File: config.mk
export PLATFORM = sky130hd
export DESIGN_NAME = stopwatch_lap
export DESIGN_NICKNAME = d
export VERILOG_FILES = /design/src/rtl/stopwatch_lap.sv
export SDC_FILE = /design/constraint.sdc
export NUM_CORES = 1
export LEC_CHECK = 0
export ABC_CLOCK_PERIOD_IN_PS = 2600
export CAP_MARGIN = 10
export CORE_MARGIN = 10
export CORE_UTILIZATION = 31
export DETAILED_ROUTE_END_ITERATION = 8
export GPL_ROUTABILITY_DRIVEN = 0
export MAX_ROUTING_LAYER = met4
export PLACE_DENSITY = 0.55
export SLEW_MARGIN = 20
export SYNTH_ARGS = -nofsm -noshare
export SYNTH_HDL_FRONTEND = slang
export SYNTH_SLANG_ARGS = --single-unit
File: constraint.sdc
create_clock -name clk -period 2.6 [get_ports clk]
set_input_delay 0.65 -clock clk [delete_from_list [all_inputs] [get_ports clk]]
set_output_delay 0.65 -clock clk [all_outputs]
set_load 0.01 [all_outputs]
File: src/rtl/stopwatch_lap.sv
// stopwatch_lap: HH:MM:SS stopwatch with prescaled tick, sticky alarm flag and a lap-capture buffer
module stopwatch_lap #(
  parameter int TICK_DIV = 1,
  parameter int HOUR_MAX = 24,
  parameter int LAP_DEPTH = 4,
  localparam int HW = $clog2(HOUR_MAX),
  localparam int LW = $clog2(LAP_DEPTH),
  localparam int CW = LW + 1
) (
  input  logic          clk,
  input  logic          reset_n,
  input  logic          start,
  input  logic          stop,
  input  logic          clear,
  input  logic          lap,
  input  logic          alarm_en,
  input  logic [5:0]    alarm_sec,
  input  logic [5:0]    alarm_min,
  input  logic [HW-1:0] alarm_hour,
  input  logic          ring_ack,
  input  logic          rd_en,
  input  logic [LW-1:0] rd_idx,
  output logic [5:0]    sec,
  output logic [5:0]    min,
  output logic [HW-1:0] hour,
  output logic          running,
  output logic          ring,
  output logic [CW-1:0] lap_count,
  output logic          lap_full,
  output logic          lap_ovf,
  output logic          rd_valid,
  output logic [5:0]    rd_sec,
  output logic [5:0]    rd_min,
  output logic [HW-1:0] rd_hour
);
  localparam int PW = TICK_DIV > 1 ? $clog2(TICK_DIV) : 1;
  localparam int TW = HW + 12;
  localparam logic [1:0] IDLE = 2'd0, RUN = 2'd1, PAUSE = 2'd2;
  logic [1:0] rs, state, state_n;
  logic [PW-1:0] presc;
  logic act, tick, tick_q, wr, alarm_hit;
  logic [CW-1:0] count_n;
  logic [TW-1:0] cur, rd_data;
  logic [TW-1:0] mem [LAP_DEPTH];
  assign running = state == RUN;
  assign lap_full = lap_count == CW'(LAP_DEPTH);
  // The write pointer always equals the low bits of lap_count, since a full buffer stops writing.
  always_comb begin
    act = rs[1];
    state_n = clear ? IDLE : (stop && state == RUN) ? PAUSE : (start && state != RUN) ? RUN : state;
    tick = state == RUN && presc == PW'(TICK_DIV - 1);
    cur = {hour, min, sec};
    wr = lap && !clear && state != IDLE && !lap_full;
    count_n = clear ? '0 : lap_count + CW'(wr);
    rd_data = (wr && rd_idx == lap_count[LW-1:0]) ? cur : (CW'(rd_idx) < count_n) ? mem[rd_idx] : '0;
    alarm_hit = alarm_en && tick_q && cur == {alarm_hour, alarm_min, alarm_sec};
  end
  always_ff @(posedge clk or negedge reset_n)
    if (!reset_n) rs <= '0;
    else rs <= {rs[0], 1'b1};
  always_ff @(posedge clk or negedge reset_n) begin
    if (!reset_n) begin
      state <= IDLE;
      presc <= '0;
      {hour, min, sec} <= '0;
      tick_q <= 1'b0;
      ring <= 1'b0;
      lap_count <= '0;
      lap_ovf <= 1'b0;
      rd_valid <= 1'b0;
      {rd_hour, rd_min, rd_sec} <= '0;
    end else if (act) begin
      state <= state_n;
      lap_count <= count_n;
      tick_q <= tick && !clear;
      rd_valid <= rd_en;
      if (rd_en) {rd_hour, rd_min, rd_sec} <= rd_data;
      if (clear) begin
        presc <= '0;
        {hour, min, sec} <= '0;
        ring <= 1'b0;
        lap_ovf <= 1'b0;
      end else begin
        ring <= alarm_hit || (ring && !ring_ack);
        if (lap && state != IDLE && lap_full) lap_ovf <= 1'b1;
        if (tick) begin
          presc <= '0;
          sec <= sec == 6'd59 ? 6'd0 : sec + 6'd1;
          if (sec == 6'd59) begin
            min <= min == 6'd59 ? 6'd0 : min + 6'd1;
            if (min == 6'd59) hour <= hour == HW'(HOUR_MAX - 1) ? '0 : hour + HW'(1);
          end
        end else if (state == RUN) presc <= presc + PW'(1);
      end
    end
  end
  always_ff @(posedge clk)
    if (act && wr) mem[lap_count[LW-1:0]] <= cur;
endmodule

# == Word-level counts from Yosys, hierarchy flattened ==
# Memory sizes are Yosys's and may differ from the RTL's.
# Cells that the tools add are included.
# totals
out_inout_bits,42
ram_bits,68
inputBits,28
mem_count,1
regBits,46
word_cells,88
# memory_table
name,words,width,read_ports,rd_clocked_by_memory_dff,wr,line,rtl
mem,4,17,1,0,1,44,logic [TW-1:0] mem [LAP_DEPTH];
# op_classes
eq_ne,8
magnitude_cmp,1
n_mux,26
addsub,5
n_bitwise,1
n_reduce_logical,32
# ops
cell,count
two-way mux 6 bit,7
two-way mux 17 bit,2
two-way mux 5 bit,5
equality test 17 bit,1
logical AND 1 bit,14
"adder 6 x 1 -> 6 bit, second input constant",2
"equality test 6 bit, second input constant",2
AND reduction 2 bit,5
nonzero test 2 bit,5
two-way mux 1 bit,8
two-way mux 2 bit,3
nonzero test 3 bit,2
"adder 5 x 1 -> 5 bit, second input constant",1
"equality test 5 bit, second input constant",1
AND reduction 4 bit,1
adder 3 x 1 -> 3 bit,1
"equality test 3 bit, second input constant",1
logical NOT 1 bit,3
< comparator 2 x 3 -> 1 bit,1
two-way mux 3 bit,1
AND reduction 3 bit,1
"equality test 2 x 1 -> 1 bit, second input constant",1
equality test 2 bit,1
"inequality test 2 x 1 -> 1 bit, second input constant",1
other kinds (3),3

# == Longest topological paths before layout ==
# depth
depth_word,9
ltp_mapped,12
mapped_depth_nobuf,10

# == Least setup slack after synthesis ==
# OpenSTA, ideal clock, no wires.
# synth_path
kind,input port to flip-flop
startpoint,input port clear
endpoint,register rd_hour[3]
t_arrival_ps,2732
path_stages,11
setup_time_ps,86
n_path_buf,3
required_ps,2514
slack_ps,-218
cell_sequence,buf_2 nor3_2 ha_1 ha_1 nand2b_1 ha_1 or2_2 a221o_1 buf_6 buf_6 o221ai_2
# synth_via
elab_chain_len,9
word_cells_on_any_way,10
cone_classes,add/sub: 1; order compare: 1; mux: 3; reduce/logical: 5
# synth_lines
item,line,rtl
"start, declared",14,"input logic clear,"
logical NOT 1 bit,53,wr = lap && !clear && state != IDLE && !lap_full;
logical AND 1 bit (3 in a row),53,
adder 3 x 1 -> 3 bit,54,count_n = clear ? '0 : lap_count + CW'(wr);
two-way mux 3 bit,54,
< comparator 2 x 3 -> 1 bit,55,rd_data = (wr && rd_idx == lap_count[LW-1:0]) ? cur : (CW'(rd_idx) < count_n) ? mem[rd_idx] : '0;
two-way mux 17 bit,55,
two-way mux 17 bit *,55,
"end signal, assigned",77,"if (rd_en) {rd_hour, rd_min, rd_sec} <= rd_data;"
"end, declared",34,output logic [HW-1:0] rd_hour
# Mark *: on every way between the ends. The rest lies on a longest branch, timed or not.
# A chain may end at the register's enable or synchronous reset.

# == Final worst setup path ==
# layout_path
startpoint,register lap_count[1]
endpoint,register rd_min[2]
# layout_via
elab_chain_len,8
word_cells_on_any_way,10
cone_classes,add/sub: 1; order compare: 1; eq/ne: 2; mux: 3; reduce/logical: 3
# layout_lines
item,line,rtl
"start, declared",28,"output logic [CW-1:0] lap_count,"
"start signal, assigned",74,lap_count <= count_n;
equality test 3 bit,46,assign lap_full = lap_count == CW'(LAP_DEPTH);
logical NOT 1 bit,53,
logical AND 1 bit,53,
adder 3 x 1 -> 3 bit,54,
two-way mux 3 bit,54,
< comparator 2 x 3 -> 1 bit,55,
two-way mux 17 bit,55,
two-way mux 17 bit *,55,
"end signal, assigned",77,
"end, declared",33,"output logic [5:0] rd_min,"
# Marks and branches as above.

==> results.md <==
| Parameter | Reported |
|---|---|
| Status | complete, but fails checks |
| Failing checks | setup timing |
| Width of the die | 149 µm |
| Peak supply drop | 0.443 mV |
| Clock tree from TritonCTS | yes |
| Number of instances in the synthesized netlist | 372 |
| Worst reg-to-reg setup slack | -30 ps |
| Total power per unit cell area | 749 mW/mm² |
| Number of cells on the worst reg-to-reg path | 12 |
| Via count of the first global-routing pass | 3690 |
| Arithmetic-cell share of the synthesized area counting full adders, half adders and majority gates | 1.46% |
| Kind of path behind the tightest hold check | in2async |
| Final period util | 101% |
| Root buf cell | sky130_fd_sc_hd__clkbuf_16 |
| Hold Fails Final Rpt | 0 |
| Post-route ant nets | 0 |
| Vias | 3548 |
| Area growth syn-to-layout | 38.8% |
| Detailed Route WL | 14200 µm |
| Final nets | 518 |
| Top library cells by usage in the layout, fill and taps aside | sky130_fd_sc_hd__edfxtp_1 (68), sky130_fd_sc_hd__clkdlybuf4s50_1 (66), sky130_fd_sc_hd__inv_1 (44) |
| Setup crit end kind | flop |
| Initial DRC Count | 181 |
| Simple-gate share of the synthesized area | 8.99% |
| Number of H-tree levels | 4 |
| XOR/XNOR Fraction of Synth Area | 3.58% |
| Routed length per placed instance | 19.9 µm |
| Setup repair after global routing missed its margin | yes |
| CTS buffer count | 17 |
| Warning count from the yosys run | 0 |
| Achievable Freq | 380 MHz |
| Placeable core region | 0.0161 mm² |
| Fraction of layout cells with a size suffix above 1 | 24.9% |
| Post-synthesis sequential area ratio | 62.2% |
| Post-synthesis async set-or-reset flop share | 40.4% |
| Synthesized area per cell | 13.8 µm² |
| Die Span Y | 149 µm |
| Number of antenna violations at the first check in global routing | 0 |
| R2r endpoint | rd_min[2] |
| Fraction of synthesized area in multiplexers | 8.28% |
| Final setup margin | -30.4 ps |
| EDFF count, synth | 68 |
| Final period demand of the worst path | 2630 ps |
| CP Data Required Time | 2930 ps |
| Total leakage power | 2.77 nW |
| Main combinational cell family by area after synthesis | compound AO/OA/AOI/OAI gates |
| Register clock-pin slew on the reported worst setup and hold paths | 50 ps |
| PortBufs | 69 |
| Hold Worst Slack | 357 ps |
| Starting utilization of the core area | 32.0% |
| Finish-stage setup viols | 4 |
| HPWL reported at the end of detailed placement | 9340 µm |
| Number of distinct library cells after synthesis | 55 |
| Global-route usage over all layers | 13.5% |
| Sum of internal, switching and leakage power | 5.34 mW |
| Transition at the pin with the smallest max-transition slack | 668 ps |
| Worst Clk Skew | 7.53 ps |
| Synth Flop Type | sky130_fd_sc_hd__edfxtp_1 |
| Worst-path maximum fanout | 4 |
| Number of ports placed on the die boundary | 70 |
| Fraction of the mapped netlist area in compound gates | 10.3% |
| Number of nets produced by synthesis | 406 |
| Number of hold-repair buffers added at the cts stage | 0 |
| TritonCTS Sinks | 114 |
| Cell area after placement | 0.00637 mm² |
| Max Cap Violations | 0 |
| Startpoint class of the critical path | flop |
| Yosys reg bits | 114 |
| Cell area after synthesis | 0.00514 mm² |
| Place WS | -572 ps |
| Arrival time reported for the critical path endpoint | 2960 ps |
| Router iterations before antenna repair | 4 |
| Overflow left after global routing | 0 |
| Reg-to-reg startpoint | lap_count[1] |
| Fin. max-slew vios | 0 |
| Longest Clk Path Bufs | 2 |
| ANT cells | 0 |
| Largest net degree at the start of global routing | 47 |
| Latest clock arrival within the worst-skew pair | 410 ps |
| Final instance area | 0.00713 mm² |
| Total die area | 0.0221 mm² |
| DRC violation count after routing | 0 |
| Number of vias per cell | 4.98 |
| Most common cell after layout, fill and taps aside | sky130_fd_sc_hd__edfxtp_1 |
| Critical setup path kind | reg2reg |
| Number of placement rows | 46 |
| Worst slew margin relative to its limit | 55.5% |
| Filler Cells Inserted | 1452 |
| Global-route wire length before repair | 21900 µm |
[power by group]
part | total [mW] | internal [mW] | switching, mW
clock network | 2.45 | 1.62 | 0.823
registers | 2.14 | 2.03 | 0.103
logic | 0.757 | 0.392 | 0.365
[worst max path at each step]
stage                      start         end  cells after the start
floorplan           lap_count[1]   rd_min[0]                     11
global placement             lap   rd_sec[4]                     11
detailed placement           lap   rd_sec[4]                     11
CTS                 lap_count[0]  rd_hour[1]                     10
global route        lap_count[1]   rd_min[2]                     12
finish              lap_count[1]   rd_min[2]                     12
[routing by layer]
metal | routed length (µm) | part of all wire [%] | GRT usage, % | up-vias
li1 | - | - | - | 1608
met3 | 701 | 4.9 | 3.09 | 12
met1 | 6380 | 45 | 17.3 | 1807
met4 | 185 | 1.3 | 4.01 | 0
met5 | 0 | 0 | - | -
met2 | 6940 | 49 | 21.0 | 121
[sequential cells by signal, summed over array words and instances (netlist names)]
register   cells
sec            6
hour           5
lap_ovf        1
rd_min         6
rd_hour        5
presc          1
mem           68
state          2
rs             2
rd_valid       1
lap_count      3
rd_sec         6
tick_q         1
ring           1
min            6
[critical path, stage by stage, from the launching register on]
cell	delay (ps)
sky130_fd_sc_hd__dfrtp_2	420
sky130_fd_sc_hd__nor3b_4	270
sky130_fd_sc_hd__nor3_4	60
sky130_fd_sc_hd__ha_2	180
sky130_fd_sc_hd__ha_4	270
sky130_fd_sc_hd__nand2b_4	60
sky130_fd_sc_hd__ha_4	160
sky130_fd_sc_hd__nor3b_2	150
sky130_fd_sc_hd__o21bai_1	90
sky130_fd_sc_hd__a221o_2	470
sky130_fd_sc_hd__buf_6	160
sky130_fd_sc_hd__buf_16	130
sky130_fd_sc_hd__o221ai_2	120
[kinds of logic (layout without fill, tap and decap cells)]
group                    count (synthesis)  after routing
flip-flops                             114            114
AND/OR/NAND/NOR                         82             82
AO/OA/AOI/OAI                           66             66
buffers and inverters                   61            186
XOR/XNOR                                21             21
multiplexers                            21             21
adder cells (fa/ha/maj)                  6              6
other                                    1              1
[cell usage after synthesis (4+ instances only)]
master / number / area share, %
sky130_fd_sc_hd__buf_6: 4 / 0.88
sky130_fd_sc_hd__o22ai_1: 5 / 0.61
sky130_fd_sc_hd__xnor2_1: 5 / 0.85
sky130_fd_sc_hd__o21ai_0: 16 / 1.6
sky130_fd_sc_hd__mux4_2: 17 / 7.5
sky130_fd_sc_hd__dfrtp_1: 46 / 22
sky130_fd_sc_hd__o31ai_1: 4 / 0.58
sky130_fd_sc_hd__and3_1: 4 / 0.49
sky130_fd_sc_hd__xor2_1: 16 / 2.7
sky130_fd_sc_hd__a21oi_1: 6 / 0.58
sky130_fd_sc_hd__nand2_1: 28 / 2.0
sky130_fd_sc_hd__ha_1: 6 / 1.5
sky130_fd_sc_hd__edfxtp_1: 68 / 40
sky130_fd_sc_hd__inv_1: 44 / 3.2
sky130_fd_sc_hd__nand3_1: 11 / 1.1
sky130_fd_sc_hd__o221ai_2: 10 / 2.9
sky130_fd_sc_hd__clkbuf_1: 9 / 0.66
sky130_fd_sc_hd__nor2_1: 9 / 0.66
sky130_fd_sc_hd__o221ai_1: 7 / 1.2
[final cells by class]
type,instances,area (µm²),area share [%]
clock inverter,11,146,2.05
inverter,44,165,2.32
sequential,114,3200,44.8
tap,216,270,3.79
clock buffer,21,483,6.77
timing repair buffer,110,1080,15.1
multi-input combinational,197,1790,25.1
[stage by stage]
stage          setup TNS, ps  utilization, %  cells
2_1_floorplan          -20.4               -    372
3_3_place_gp          -16440            39.6    675
3_5_place_dp          -22830            39.6    675
4_1_cts                 -906            44.2    712
5_1_grt                 -664            44.4    713
6_report               -98.6            44.4    713
[what timing repair did]
item | CTS | global route
pin swaps | 5 | 9
endpoints found under the hold margin | 0 | 0
cloned | 2 | 0
resized for setup | 5 | 9
setup endpoints to repair | 17 | 17
buffers inserted | 3 | 2
(Power assumes the default switching activity.)
